$ cat config.mk
export PLATFORM = sky130hd
export DESIGN_NAME = exec_alu
export DESIGN_NICKNAME = d
export VERILOG_FILES = /design/src/rtl/exec_alu.sv
export SDC_FILE = /design/constraint.sdc
export NUM_CORES = 1
export LEC_CHECK = 0
export ABC_AREA = 1
export CAP_MARGIN = 40
export CORE_MARGIN = 1
export CORE_UTILIZATION = 40
export DETAILED_ROUTE_END_ITERATION = 10
export PLACE_DENSITY_LB_ADDON = 0.3
export SLEW_MARGIN = 20
export SYNTH_ARGS = -nofsm -noshare
export SYNTH_HDL_FRONTEND = slang
export SYNTH_SLANG_ARGS = --single-unit
$ cat constraint.sdc
create_clock -name clk -period 8.8 [get_ports clk]
set_input_delay 1.76 -clock clk [delete_from_list [all_inputs] [get_ports clk]]
set_output_delay 1.76 -clock clk [all_outputs]
set_load 0.02 [all_outputs]
$ cat src/rtl/exec_alu.sv
// exec_alu: execute-stage ALU with an iterative unsigned multiply/divide unit and HI/LO registers.
// Latency: combinational codes give result in the same cycle; MULTU/DIVU stall for WIDTH+1 cycles, and HI/LO update at the edge ending the last step.
// Backpressure: stall is high in the issue cycle and throughout BUSY, and drops in the retire (DONE) cycle.
// Ports: clk, reset (sync, active-high), en, alucontrol[3:0], a, b -> result, zero, stall, hi, lo.
module exec_alu #(
  parameter int WIDTH = 32
) (
  input  logic             clk,
  input  logic             reset,
  input  logic             en,
  input  logic [3:0]       alucontrol,
  input  logic [WIDTH-1:0] a,
  input  logic [WIDTH-1:0] b,
  output logic [WIDTH-1:0] result,
  output logic             zero,
  output logic             stall,
  output logic [WIDTH-1:0] hi,
  output logic [WIDTH-1:0] lo
);

  localparam int CW = (WIDTH > 1) ? $clog2(WIDTH) : 1;
  localparam logic [CW-1:0] LAST = CW'(WIDTH - 1);

  localparam logic [3:0] OP_AND   = 4'b0000;
  localparam logic [3:0] OP_OR    = 4'b0001;
  localparam logic [3:0] OP_ADD   = 4'b0010;
  localparam logic [3:0] OP_SUB   = 4'b1010;
  localparam logic [3:0] OP_SLT   = 4'b1011;
  localparam logic [3:0] OP_SRL   = 4'b0100;
  localparam logic [3:0] OP_MFHI  = 4'b1110;
  localparam logic [3:0] OP_MFLO  = 4'b1111;
  localparam logic [3:0] OP_MULTU = 4'b1100;
  localparam logic [3:0] OP_DIVU  = 4'b1101;

  typedef enum logic [1:0] {
    S_IDLE = 2'd0,
    S_BUSY = 2'd1,
    S_DONE = 2'd2
  } state_t;

  state_t           state_q, state_d;
  logic [CW-1:0]    count_q, count_d;
  logic             is_div_q, is_div_d;
  // opnd holds the multiplicand (MULTU) or the divisor (DIVU).
  logic [WIDTH-1:0] opnd_q, opnd_d;
  // acc_hi/acc_lo: partial product {upper, shifting multiplier} or {remainder, shifting quotient}.
  logic [WIDTH-1:0] acc_hi_q, acc_hi_d;
  logic [WIDTH-1:0] acc_lo_q, acc_lo_d;
  logic [WIDTH-1:0] hi_q, hi_d;
  logic [WIDTH-1:0] lo_q, lo_d;

  logic             issue;
  logic [WIDTH:0]   mul_sum;
  logic [WIDTH:0]   div_shift;
  logic [WIDTH-1:0] div_diff;
  logic             div_ge;
  logic [WIDTH-1:0] step_hi;
  logic [WIDTH-1:0] step_lo;

  assign issue = en && ((alucontrol == OP_MULTU) || (alucontrol == OP_DIVU));

  // One iteration of either algorithm, computed from the private registers.
  always_comb begin
    // Shift-add: add multiplicand when the multiplier LSB is set, then shift
    // the whole {carry, upper, lower} right by one.
    mul_sum   = {1'b0, acc_hi_q} + (acc_lo_q[0] ? {1'b0, opnd_q} : '0);
    // Restoring divide: shift the next dividend bit into the remainder and
    // subtract the divisor when it fits. Divisor 0 always fits, giving all-ones
    // quotient and the dividend as remainder.
    div_shift = {acc_hi_q, acc_lo_q[WIDTH-1]};
    div_ge    = (div_shift >= {1'b0, opnd_q});
    div_diff  = div_shift[WIDTH-1:0] - opnd_q;
    if (is_div_q) begin
      step_hi = div_ge ? div_diff : div_shift[WIDTH-1:0];
      step_lo = {acc_lo_q[WIDTH-2:0], div_ge};
    end else begin
      step_hi = mul_sum[WIDTH:1];
      step_lo = {mul_sum[0], acc_lo_q[WIDTH-1:1]};
    end
  end

  always_comb begin
    state_d  = state_q;
    count_d  = count_q;
    is_div_d = is_div_q;
    opnd_d   = opnd_q;
    acc_hi_d = acc_hi_q;
    acc_lo_d = acc_lo_q;
    hi_d     = hi_q;
    lo_d     = lo_q;
    stall    = 1'b0;
    case (state_q)
      S_IDLE: begin
        if (issue) begin
          stall    = 1'b1;
          state_d  = S_BUSY;
          count_d  = '0;
          is_div_d = (alucontrol == OP_DIVU);
          opnd_d   = (alucontrol == OP_DIVU) ? b : a;
          acc_hi_d = '0;
          acc_lo_d = (alucontrol == OP_DIVU) ? a : b;
        end
      end
      S_BUSY: begin
        stall    = 1'b1;
        acc_hi_d = step_hi;
        acc_lo_d = step_lo;
        count_d  = count_q + CW'(1);
        if (count_q == LAST) begin
          hi_d    = step_hi;
          lo_d    = step_lo;
          state_d = S_DONE;
        end
      end
      S_DONE: begin
        // en is deliberately ignored here so a held MULTU/DIVU does not reissue.
        state_d = S_IDLE;
      end
      default: state_d = S_IDLE;
    endcase
  end

  always_ff @(posedge clk) begin
    if (reset) begin
      state_q  <= S_IDLE;
      count_q  <= '0;
      is_div_q <= 1'b0;
      opnd_q   <= '0;
      acc_hi_q <= '0;
      acc_lo_q <= '0;
      hi_q     <= '0;
      lo_q     <= '0;
    end else begin
      state_q  <= state_d;
      count_q  <= count_d;
      is_div_q <= is_div_d;
      opnd_q   <= opnd_d;
      acc_hi_q <= acc_hi_d;
      acc_lo_q <= acc_lo_d;
      hi_q     <= hi_d;
      lo_q     <= lo_d;
    end
  end

  always_comb begin
    result = '0;
    case (alucontrol)
      OP_AND:  result = a & b;
      OP_OR:   result = a | b;
      OP_ADD:  result = a + b;
      OP_SUB:  result = a - b;
      OP_SLT:  result = {{(WIDTH-1){1'b0}}, ($signed(a) < $signed(b))};
      OP_SRL:  result = b >> a[4:0];
      OP_MFHI: result = hi_q;
      OP_MFLO: result = lo_q;
      default: result = '0;
    endcase
  end

  assign zero = (result == '0);
  assign hi   = hi_q;
  assign lo   = lo_q;

endmodule

After elaboration in Yosys (flattened, before gate mapping)
Cells that the tools add are included.
- bits in registers: 168
- output and inout port bits: 98
- word-level logic and storage cells: 59
- add/sub/neg operators: 5
- order comparisons: 2
- eq/ne operators: 13
- shift operators: 1
- multiplexer cells: 18
- bitwise logic cells: 2
- reduce and logical (&&, ||, !) cells: 10
- operators with widths (kind ; count):
    $mux 32 ; 8
    $pmux 32 s8 ; 1
    $pmux 32 s2 ; 2
    $sub 32x32->32 ; 2
    $add 32x32->33 ; 1
    $ge 33x32->1 ; 1
    $add 32x32->32 ; 1
    $and 32x32->32 ; 1
    $logic_not 32->1 ; 1
    $lt 32x32->1 ; 1
    $or 32x32->32 ; 1
    $shr 32x5->32 ; 1
    $eq 4x4->1 const B ; 6
    $pmux 5 s2 ; 1
    $reduce_and 2->1 ; 4
    $add 5x1->5 const B ; 1
    $eq 5x5->1 const B ; 1
    $mux 5 ; 1
    $eq 4x1->1 const B ; 1
    $eq 4x2->1 const B ; 1
    $eq 4x3->1 const B ; 1
    $logic_not 4->1 ; 1
    $mux 2 ; 2
    $ne 2x2->1 const B ; 2
    8 further kinds ; 8

Longest topological paths before layout
- depth in word-level cells: 5
- mapped depth: 23
- gate-level depth less buffers: 21

Worst setup path after synthesis
Ideal clock, no wire load.
- kind: input port to output port
- start: input port a[2]
- end: output port zero
- data arrival time: 4.301 ns
- slack: 2.739 ns
- cell stages on the path: 20
- buffers on the path: 3
- cells stage by stage: buf_2 -> inv_1 -> clkbuf_1 -> ha_1 -> buf_4 -> nor2_1 -> nand2_1 -> nand2_1 -> nand2_1 -> nand2_1 -> nand3_1 -> nand2_1 -> nand2_1 -> nand2_1 -> nand2_1 -> nand3_1 -> nand3_1 -> nor2_1 -> nand3_1 -> nor2_1
- longest elaborated chain between the ends: 3
- ends and longest elaborated chain (item ; RTL line ; source):
    from (decl) ; 12 ; input logic [WIDTH-1:0] a,
    $sub 32x32->32, or another cell as far along ; 151 ; OP_SUB: result = a - b;
    $pmux 32 s8 * ; 147 ; case (alucontrol)
    named net result[24] ; 14 ; output logic [WIDTH-1:0] result,
    $logic_not 32->1 * ; 160 ; assign zero = (result == '0);
    to (decl) ; 15 ; output logic zero,
The timed path passes the listed nets; every way through them passes the cells marked *.

Worst setup path in the final report
- start: input port b[0]
- end: output port zero
- longest elaborated chain between the ends: 3
- ends and longest elaborated chain (item ; RTL line ; source):
    from (decl) ; 13 ; input logic [WIDTH-1:0] b,
    $sub 32x32->32, or another cell as far along ; 151 ;
    $pmux 32 s8 * ; 147 ;
    $logic_not 32->1 * ; 160 ;
Mark *: on every way between the ends. The rest lies on a longest branch, timed or not.

==> key figures <==
Status
  • Status: finished clean

Critical path
  • Kind of critical path: input port to primary output
  • CP Capture Type: primary output
  • Worst endpoint required time: 7.04 ns
  • R2R cell count: 16
  • Arrival @ worst endpoint: 5.80 ns
  • Worst reg2reg path endpoint: hi[27]
  • R2R Setup Slk: 5.41 ns
  • Setup crit start kind: input port
  • Delay-heaviest family, CP: simple AND/OR/NAND/NOR gates
  • CP Cell Sequence: clkdlybuf4s50_1 -> ha_1 -> inv_1 -> fa_1 -> xnor2_1 -> nand2_1 -> nand2_1 -> nor3_1 -> nand2_1 -> nor2_1 -> nand2_1 -> nor2_1 -> nand3_1 -> nor2_1 -> nand3_1 -> nor2_1 -> clkdlybuf4s50_1
  • Slowest cell on the critical path: clkdlybuf4s50_1
  • Max incr delay on CP: 0.60 ns
  • Worst reg2reg path startpoint: acc_lo_q[0]
  • Worst-path fanout max: 4
  • Crit path buffers/inverters: 3

Timing
  • Worst slew margin: 44.7%
  • Max-slew violation count: 0
  • Post-route clock period utilization: 86.0%
  • RSZ-0062 raised after global routing: no
  • Max frequency: about 130 MHz
  • Fin crit period: 7.56 ns
  • Setup Viol. Count Final: 0
  • Final hold vios: 0
  • Worst-margin pin slew: 0.830 ns
  • TNS Setup: 0 ns
  • Setup Skew: 0.00798 ns
  • Hold slack final: 0.469 ns

Logic synthesis
  • Syn_area_per_cell: 5.49 um^2
  • EDFF count, synth: 0
  • Sequential fraction of the synthesis area: 16.3%
  • Synth Warn #: 0
  • Most frequent cell after synthesis: nand2_1
  • Share of flip-flops with an asynchronous set or reset: 0%
  • Synth Flop Type: dfxtp_1
  • Yosys top cell area share: between 20% and 30%
  • Cells after synthesis: 3767
  • Synth top area cells: nand2_1, dfxtp_1, nand3_1, ha_1, inv_1
  • Synth Cell Area: 20700 um^2
  • Synth top cells by count: nand2_1, inv_1, nand3_1, nor2_1, a21oi_1
  • Number of synthesized register bits: 168
  • Area leader, netlist: nand2_1
  • Post-synth cell types: 49
  • Total nets after synthesis: 4009

Drt
  • Per-cell routed wire length: 20.7 um
  • DRC errors left: 0
  • Via count: 25600
  • Vias per cell: 5.67
  • Drt first-iter violations: 3472
  • First-pass detailed-route iteration total: 6
  • Post-Route WL: just over 90000 um
  • Routed Antenna Nets: 0

Global route
  • Vias in the first global route: 23600
  • GRT overflow: 0
  • Met2 Use GR: 56.3%
  • Global-route wire length before repair: around 140000 um
  • Initial antenna violation count: 1
  • Largest net degree at the start of global routing: between 60 and 70
  • GR Layer Usage met1: 44.0%
  • Global Route met3 Usage: between 4 and 5%
  • Grt peak-use layer: met2
  • Total global-route track usage: roughly 34%

Clocking
  • Clk Latency, worst-skew pair: 0.44 ns
  • Post-CTS Setup Inserts: 0
  • Clk slew on worst S/H paths: 0.06 ns
  • Clock Path Buffers: 2
  • CTS buffer count: 17
  • Hold-fix buffers, CTS: 0
  • TritonCTS clock tree: done
  • Post-CTS sizing: 0
  • Clock sinks: 168
  • CTS H-tree lvls: 4
  • Root Driver: clkbuf_16

Floorplan
  • Height of the chip: 229 um
  • # IOs: 169
  • Starting density of the core: 40.9%
  • Die Footprint: 52600 um^2
  • Die width: 229 um
  • Core outline area: 50600 um^2
  • Rows: 82

Worst hold path
  • Hold wc startpoint: count_q[3]
  • Worst hold path class: flip-flop to flip-flop
  • Hold Path Depth: 2
  • Hold Crit Endpoint: count_q[3]

Place
  • Buffers on Ports: 168
  • Dpl hpwl: between 70000 and 80000 um
  • GPL Wtd Cong: around 1.1

Cells and area
  • Nets: 4067
  • Area Overhead vs Synth: 13.0%
  • Filler instances: 5568
  • Final Util: 46.2%
  • Share of cells above drive strength 1: 3.18%

Pwr
  • PD cells: 106 nW/um^2
  • Peak supply drop: 0.0996 mV
  • Leak Pwr: 11.8 nW

Flow run
  • Max-cap violations: 0
[where the power goes]
group | internal [W] | switching, W | total (W) | leakage, nW
combinational | 0.000268 | 0.000661 | 0.000930 | 10.1
sequential | 0.000768 | 0.0000108 | 0.000779 | 1.36
clock | 0.000460 | 0.000311 | 0.000772 | 0.290
[worst max path at each step]
stage / start / cells past startpoint / end
final: b[0] / 17 / zero
after global routing: a[1] / 21 / zero
after CTS: b[0] / 17 / zero
after detailed placement: b[0] / 17 / zero
after global placement: a[1] / 16 / zero
after floorplan: a[2] / 20 / zero
[per-stage QoR]
stage / power [W] / area, um^2 / setup WS, ns / instances
floorplan: 0.00139 / 20700 / 2.74 / 3767
CTS: 0.00246 / 23400 / 1.28 / 4508
global placement: 0.00169 / 22700 / 1.26 / 4474
detailed placement: 0.00169 / 22800 / 1.28 / 4478
finish: 0.00248 / 23400 / 1.24 / 4509
global route: 0.00259 / 23400 / 1.04 / 4508
[cells by family (layout without fill, tap and decap cells)]
kind of cell	Yosys count	in the layout	share of synthesized area (%)
compound gates	625	625	16.2
buf+inv	694	763	13.4
fa+ha+maj	171	171	10.5
flops	168	168	16.3
xor+xnor	24	24	1.02
simple gates	2085	2085	42.6
other cells	0	1	0
[layout make-up]
type / instances / area, um^2 / area share, %
Multi-Input combinational cell: 2905 / 14600 / 62.4
Timing Repair Buffer: 206 / 2010 / 8.59
Clock buffer: 24 / 512 / 2.19
Antenna cell: 1 / 2.50 / 0.0107
Clock inverter: 6 / 88.8 / 0.380
Tap cell: 672 / 841 / 3.60
Inverter: 527 / 1980 / 8.46
Sequential cell: 168 / 3370 / 14.4
[sequential cells by signal, summed over array words and instances (netlist names)]
signal,flops
is_div_q,1
lo,32
state_q,2
opnd_q,32
hi,32
acc_lo_q,32
count_q,5
acc_hi_q,32
[layout by cell type (no fill, tap or decap), drive strengths merged, types with 3 or more instances in the layout]
master / Yosys / final
o31ai: 6 / 6
xnor2: 7 / 7
a221oi: 9 / 9
a21oi: 296 / 296
buf: 86 / 39
a31oi: 14 / 14
inv: 526 / 526
nor3: 34 / 34
xor2: 17 / 17
nand3b: 19 / 19
o221ai: 4 / 4
nand3: 473 / 473
o21bai: 7 / 7
dfxtp: 168 / 168
o211ai: 17 / 17
a211oi: 4 / 4
clkinv: 1 / 3
o21ai: 237 / 237
nand2: 1153 / 1153
clkdlybuf4s50: 0 / 167
nand4: 57 / 57
ha: 167 / 167
fa: 4 / 4
or2: 5 / 5
and2: 5 / 5
clkbuf: 81 / 24
o22ai: 17 / 17
a21o: 6 / 6
o21a: 6 / 6
nor2: 335 / 335
[worst min-delay path, stage by stage (launching register included)]
cell and delay [ns]:
dfxtp_1 0.31, nand2_1 0.06, a21oi_1 0.05
[layer usage]
metal	vias to the layer above	wire (um)	part of all wire, %
met5	-	0	0
met2	1320	42000	45
li1	12300	-	-
met3	266	8440	9.1
met1	11700	37300	40
met4	0	5460	5.9
Power figures use the tool's default switching activity.
